`config.mk`:
```
export PLATFORM = sky130hd
export DESIGN_NAME = io_input_conditioner
export DESIGN_NICKNAME = d
export VERILOG_FILES = /design/src/rtl/io_input_conditioner.sv
export SDC_FILE = /design/constraint.sdc
export NUM_CORES = 1
export LEC_CHECK = 0
export ABC_CLOCK_PERIOD_IN_PS = 2500
export CAP_MARGIN = 20
export CORE_ASPECT_RATIO = 0.75
export CORE_UTILIZATION = 45
export DETAILED_ROUTE_END_ITERATION = 10
export PLACE_DENSITY = 0.59
export SETUP_SLACK_MARGIN = 0.5
export SLEW_MARGIN = 0
export SYNTH_ARGS = -nofsm -noshare
export SYNTH_HDL_FRONTEND = slang
export SYNTH_SLANG_ARGS = --single-unit
```
`constraint.sdc`:
```
create_clock -name clk -period 2.5 [get_ports clk]
set_clock_uncertainty 0.15 [all_clocks]
set_input_delay 0.5 -clock clk [delete_from_list [all_inputs] [get_ports clk]]
set_output_delay 0.5 -clock clk [all_outputs]
set_load 0.03 [all_outputs]
```
`src/rtl/io_input_conditioner.sv`:
```
// Conditions raw board inputs: two-flop synchronizers, per-button debounce FSMs
// producing one-cycle press pulses, and a shared-counter switch debouncer.
`timescale 1ns/1ps
module io_input_conditioner #(
    parameter int DEBOUNCE_CYCLES = 500000,
    parameter int SW_WIDTH        = 10
) (
    input  logic                clk,
    input  logic                rst,
    input  logic [1:0]          buttons_n,
    input  logic [SW_WIDTH-1:0] switches_raw,
    output logic [1:0]          inport_en,
    output logic [1:0]          buttons_held,
    output logic [SW_WIDTH-1:0] switches_out
);
    localparam int CNT_W = $clog2(DEBOUNCE_CYCLES) + 1;
    localparam logic [CNT_W-1:0] CNT_LAST = CNT_W'(DEBOUNCE_CYCLES - 1);
    localparam logic [CNT_W-1:0] CNT_LOAD = CNT_W'(DEBOUNCE_CYCLES - 2);
    localparam logic [CNT_W-1:0] CNT_ONE  = CNT_W'(1);

    typedef enum logic [1:0] {IDLE, PRESS_WAIT, HELD, RELEASE_WAIT} btn_state_e;

    logic [1:0]          btn_s1_q, btn_s2_q;
    logic [SW_WIDTH-1:0] sw_s1_q, sw_s2_q, sw_prev_q, switches_out_q;
    logic [CNT_W-1:0]    sw_cnt_q, sw_cnt_d;
    logic                sw_stable, sw_load;

    // Synchronizers reset to "released" so a held button is re-debounced after reset.
    always_ff @(posedge clk) begin
        if (rst) begin
            btn_s1_q <= 2'b11;
            btn_s2_q <= 2'b11;
            sw_s1_q  <= '0;
            sw_s2_q  <= '0;
        end else begin
            btn_s1_q <= buttons_n;
            btn_s2_q <= btn_s1_q;
            sw_s1_q  <= switches_raw;
            sw_s2_q  <= sw_s1_q;
        end
    end

    genvar gi;
    generate
        for (gi = 0; gi < 2; gi++) begin : g_btn
            btn_state_e       state_q, state_d;
            logic [CNT_W-1:0] cnt_q, cnt_d;
            logic             pressed, pulse_d, held, en_q;

            assign pressed = ~btn_s2_q[gi];

            always_ff @(posedge clk) begin
                if (rst) begin
                    state_q <= IDLE;
                    cnt_q   <= '0;
                    en_q    <= 1'b0;
                end else begin
                    state_q <= state_d;
                    cnt_q   <= cnt_d;
                    en_q    <= pulse_d;
                end
            end

            always_comb begin
                state_d = state_q;
                cnt_d   = cnt_q;
                case (state_q)
                    IDLE: begin
                        if (pressed) begin
                            state_d = PRESS_WAIT;
                            cnt_d   = CNT_ONE;
                        end
                    end
                    PRESS_WAIT: begin
                        if (!pressed) begin
                            state_d = IDLE;
                            cnt_d   = '0;
                        end else if (cnt_q == CNT_LAST) begin
                            state_d = HELD;
                            cnt_d   = '0;
                        end else begin
                            cnt_d = cnt_q + CNT_ONE;
                        end
                    end
                    HELD: begin
                        if (!pressed) begin
                            state_d = RELEASE_WAIT;
                            cnt_d   = CNT_ONE;
                        end
                    end
                    RELEASE_WAIT: begin
                        if (pressed) begin
                            state_d = HELD;
                            cnt_d   = '0;
                        end else if (cnt_q == CNT_LAST) begin
                            state_d = IDLE;
                            cnt_d   = '0;
                        end else begin
                            cnt_d = cnt_q + CNT_ONE;
                        end
                    end
                    default: begin
                        state_d = IDLE;
                        cnt_d   = '0;
                    end
                endcase
            end

            always_comb begin
                pulse_d = (state_q == PRESS_WAIT) && (state_d == HELD);
                held    = (state_q == HELD) || (state_q == RELEASE_WAIT);
            end

            assign inport_en[gi]    = en_q;
            assign buttons_held[gi] = held;
        end
    endgenerate

    // Loading on the edge the counter reaches its terminal value makes the output
    // follow DEBOUNCE_CYCLES equal consecutive synchronized samples.
    always_comb begin
        sw_stable = (sw_s2_q == sw_prev_q);
        sw_load   = sw_stable && (sw_cnt_q >= CNT_LOAD);
        if (!sw_stable) begin
            sw_cnt_d = '0;
        end else if (sw_cnt_q == CNT_LAST) begin
            sw_cnt_d = sw_cnt_q;
        end else begin
            sw_cnt_d = sw_cnt_q + CNT_ONE;
        end
    end

    always_ff @(posedge clk) begin
        if (rst) begin
            sw_prev_q      <= '0;
            sw_cnt_q       <= '0;
            switches_out_q <= '0;
        end else begin
            sw_prev_q <= sw_s2_q;
            sw_cnt_q  <= sw_cnt_d;
            if (sw_load) begin
                switches_out_q <= sw_s2_q;
            end
        end
    end

    assign switches_out = switches_out_q;
endmodule
```
; ---- Word-level counts from Yosys, hierarchy flattened
; Index checks and enable logic that the tools add are counted.
[totals]
word_cells = 70
out_inout_bits = 14
in_bits = 14
regBits = 110
[op_classes]
n_reduce_logical = 10
addsub = 3
n_lt_le_gt_ge = 1
bitwise_logic = 1
n_eq_ne = 16
n_mux = 26
[op_table]
columns = cell, n
row1 = $mux W20, 10
row2 = $pmux W20 S4, 2
row3 = $add A20 B1 Y20 const B, 3
row4 = $eq A20 B19 Y1 const B, 3
row5 = $mux W2, 12
row6 = $ge A20 B19 Y1 const B, 1
row7 = $pmux W2 S4, 2
row8 = $eq A2 B2 Y1 const B, 6
row9 = $eq A10 B10 Y1, 1
row10 = $ne A2 B2 Y1 const B, 4
row11 = $eq A2 B1 Y1 const B, 2
row12 = $logic_not A2 Y1, 2
row13 = $reduce_and A2 Y1, 2
row14 = $logic_and A1 B1 Y1, 3
row15 = $logic_or A1 B1 Y1, 2
row16 = $reduce_or A2 Y1, 1
row17 = $not A1 Y1, 1

; ---- Longest topological paths before layout
[depth]
depth_word = 6
depth_mapped = 9
depth_no_buf = 6

; ---- Least setup slack after synthesis
; OpenSTA, ideal clock, no wires.
[synth_timing]
path_kind = reg2reg
startpoint = register g_btn[0].cnt_q[0]
endpoint = register g_btn[0].cnt_q[19]
stages_incl_launch_ff = 10
setup_ns = 0.074
arrival_ns = 1.918
path_buffers = 3
required_ns = 2.276
period_less_slack_ns = 2.142
setup_slack_ns = 0.358
path_cell_list = dfxtp_1 ha_1 and4_1 clkbuf_1 and4b_1 a211oi_1 buf_6 buf_4 o21ai_0 a31oi_1
[synth_via]
elab_chain_cells = 4
word_cells_on_any_way = 6
classes_between = 1 x add/sub / 1 x eq/ne / 4 x mux
[synth_lines]
columns = element, line_no
row1 = start: declaration, 47  ; logic [CNT_W-1:0] cnt_q, cnt_d;
row2 = start signal: assignment, 59  ; cnt_q <= cnt_d;
row3 = $add A20 B1 Y20 / $eq A20 B19 Y1 (equally long branches), -
row4 = $mux W20 *, "78, 95"
row5 = $mux W20 (on tied branches), "92, 75"
row6 = $pmux W20 S4 *, 67  ; case (state_q)
; Mark *: on every way between the ends. The rest lies on a longest branch, timed or not.
; A chain may end at the register's enable or synchronous reset.

; ---- Final worst setup path
[layout_timing]
startpoint = register g_btn[0].cnt_q[14]
endpoint = register g_btn[0].cnt_q[18]
; The elaborated chain is that of the path after synthesis.

==> impl_metrics.csv <==
group,metric,value,unit
logic_synthesis,netlist_area,5046,um2
setup_path,start_kind,"register",
cells_and_area,utilization,0.6026,
die,die_area,11650,um2
timing,slew_violations,0,
logic_synthesis,synth_edf_count,0,
clock_network,clkSlewWorstSetupHoldPaths,0.08,ns
timing,relSlewSlack,0.6402,
route,wl_per_cell,15.50,um
route,drc_errors,0,
setup_path,cp_num_buf_inv,2,
setup_path,slowest_stage,"or4b_4",
route,dr.pass1.iters,4,
cells_and_area,drive_gt1_frac,0.2810,
placement,dpl_worst_slack,-0.05274,ns
logic_synthesis,synth_seq_cells,110,
logic_synthesis,yosysUniqueCellTypes,56,
timing,hold_viol_final,0,
setup_path,path_class,"reg -> reg",
logic_synthesis,ys_top_cells_by_area,"dfxtp_1 44%, o211ai_2 5.0%, nor2b_1 4.1%, xnor2_1 4.0%, nor2_1 3.0%",
timing,fin_tns_setup,0,ns
timing,clock.fmax,459.0,MHz
grt,antenna_found_initial,0,
route,num_vias,4291,
setup_path,end_kind,"register",
timing,fin_crit,2.178,ns
clock_network,cts_buffers,9,
logic_synthesis,synth_area_leader_cell,"dfxtp_1",
power,ir_worst_vdd,0.0003581,V
route,vias_per_cell,5.573,
flow_run,cap_viol_max_count,0,
placement,place_hpwl,7.267,mm
timing,tightestPinTransition,0.5376,ns
logic_synthesis,synth_cells,559,
grt,grt_pass1_wl,18.71,mm
logic_synthesis,synth_top_area_share,0.4364,
placement,io_buffers,27,
die,rows,33,
clock_network,cts.sinks,110,
outcome,status,"finished, final reports clean",
power,power.leakage,2.523,nW
placement,gp_congestion,0.7927,
die,die_h,93.71,um
cells_and_area,final_nets,643,
logic_synthesis,synth_warnings,0,
die,die_x,124.3,um
route,drtIter0Drc,304,
logic_synthesis,yosysSeqAreaShare,0.4364,
setup_path,slowest_delay,0.53,ns
clock_network,clk_latency,0.36,ns
clock_network,cts_root_buffer,"clkbuf_16",
die,start_util,0.4629,
setup_path,critical_path.cell_chain,"or4b_4 > and4b_2 > a211oi_4 > buf_12 > buf_8 > o211a_1 > a221o_1",
setup_path,worstPathArrival,2.28,ns
grt,gr-total-overflow,0,
route,routed_wl,11.93,mm
setup_path,cp_top_family,"simple AND/OR/NAND/NOR gates",
logic_synthesis,synth_top_flop_cell,"dfxtp_1",
grt,grt_pass1_vias,3811,
die,core_area,10900,um2
cells_and_area,syn_to_final_growth,30.18,%
grt,grt_usage,0.1974,
route,antenna_left,0,
timing,worst_slack,0.3215,ns
timing,fin_crit_sh,0.8714,
clock_network,htree_levels,3,
clock_network,cts.path.max_buffers,2,
timing,setup_violations,0,
setup_path,required,2.60,ns
cells_and_area,fillers,968,
logic_synthesis,avgSynthCellArea,9.027,um2
timing,fin_hold_ws,0.2581,ns
logic_synthesis,syn_nets,577,
power,pwr_density_cell,531.2,nW/um2
grt,grt_start_max_net_pins,39,
clock_network,cts_tree,"yes",
timing,rsz0062_at_grt,"true",
logic_synthesis,synth-async-reset-ratio,0,
die,io_pins,28,
setup_path,crit_path_max_fanout,6,
cells_and_area,num_antenna_cells,0,
min_path,hold_path.class,"reg -> reg",
[synth_stat cells, drive strengths merged (3+ instances only)]
| cell type | count |
|---|---|
| and2 | 4 |
| and3 | 17 |
| nor3b | 4 |
| inv | 16 |
| or3 | 19 |
| xor2 | 11 |
| a211oi | 3 |
| nand2 | 39 |
| ha | 4 |
| a21oi | 28 |
| o21ai | 19 |
| buf | 15 |
| nand4 | 22 |
| mux2i | 6 |
| xnor2 | 23 |
| or4b | 4 |
| a31oi | 11 |
| nor2 | 40 |
| a2bb2oi | 3 |
| clkbuf | 17 |
| dfxtp | 110 |
| a211o | 3 |
| o211ai | 21 |
| nand3b | 3 |
| nand2b | 3 |
| nor2b | 33 |
| nor4 | 8 |
| or2 | 6 |
| nor3 | 13 |
| nand3 | 29 |
| and4 | 5 |
| a221o | 3 |
[cells by family (layout without fill, tap and decap cells)]
family | Yosys count | count (layout) | share of synthesized area
XOR/XNOR | 34 | 34 | 0.05901
adder cells (fa/ha/maj) | 4 | 4 | 0.009919
AO/OA/AOI/OAI | 103 | 105 | 0.1542
buffers and inverters | 49 | 118 | 0.04983
multiplexers | 7 | 7 | 0.01413
AND/OR/NAND/NOR | 252 | 252 | 0.2765
flip-flops | 110 | 110 | 0.4364
[metrics by stage]
step                      std cells  power [mW]  instance area, um2
after floorplan                 559       1.925                5072
after global placement          719       1.982                5517
after detailed placement        719       1.984                5517
after CTS                       752       3.519                6180
after global routing            770       3.620                6569
final                           770       3.489                6569
[worst paths after layout]
check | start | slack, ns | cells past startpoint | endpoint
max reg2reg | g_btn[0].cnt_q[14] | 0.32 | 7 | g_btn[0].cnt_q[18]
max | g_btn[0].cnt_q[14] | 0.32 | 7 | g_btn[0].cnt_q[18]
min reg2reg | btn_s1_q[1] | 0.26 | 1 | btn_s2_q[1]
min | btn_s1_q[1] | 0.26 | 1 | btn_s2_q[1]
[final cells by class]
class,instances,area (um2),share of cell area
Clock buffer,9,225.2,0.03429
Clock inverter,7,96.34,0.01467
Inverter,17,63.81,0.009714
Multi-Input combinational cell,402,2919,0.4444
Sequential cell,110,2232,0.3398
Tap cell,140,175.2,0.02667
Timing Repair Buffer,85,857.1,0.1305
[where the power goes]
part,switching (mW),internal [mW]
combinational,0.0950,0.0710
sequential,0.0167,1.77
clock,0.721,0.811
[worst reg2reg max path: stages, from the launching register on]
cell and delay [ns]:
dfxtp_2 0.33, or4b_4 0.53, and4b_2 0.34, a211oi_4 0.09
buf_12 0.16, buf_8 0.13, o211a_1 0.10, a221o_1 0.25
[layer usage]
layer | track usage | wire length [um] | vias up
met5 | 0 | 0 | -
met4 | 0.06727 | 117 | 0
met3 | 0.03986 | 436 | 10
met2 | 0.2979 | 5469 | 68
met1 | 0.2800 | 5909 | 2062
li1 | - | - | 2151
[flip-flops by register name, indices dropped and copies added, names as in the netlist, 4 cells and up]
| register | flops |
|---|---|
| g_btn.cnt_q | 40 |
| g_btn.state_q | 4 |
| sw_cnt_q | 20 |
| sw_prev_q | 10 |
| sw_s1_q | 10 |
| sw_s2_q | 10 |
| switches_out | 10 |
[what timing repair did]
action / CTS / global route
endpoints found under the setup margin: 59 / 56
hold buffers: 0 / 0
gates cloned: 3 / 2
gates resized for setup: 54 / 59
setup buffers: 14 / 16
pin swaps: 28 / 34
[cells in the final DEF, fill, tap and decap left out, types with 9 or more instances in the layout]
cell	n
a21oi_1	19
a21oi_2	9
a31oi_1	10
and3_1	13
buf_4	39
buf_6	9
clkbuf_16	10
clkdlybuf4s50_1	13
dfxtp_1	92
dfxtp_2	15
dlygate4sd2_1	12
inv_1	16
nand2_1	36
nand3_1	28
nand4_1	22
nor2_1	35
nor2b_1	33
nor3_1	12
o211ai_2	20
o21ai_0	13
or3_1	14
xnor2_1	21
xor2_1	11
No activity file was read; power rests on OpenSTA's default activity.
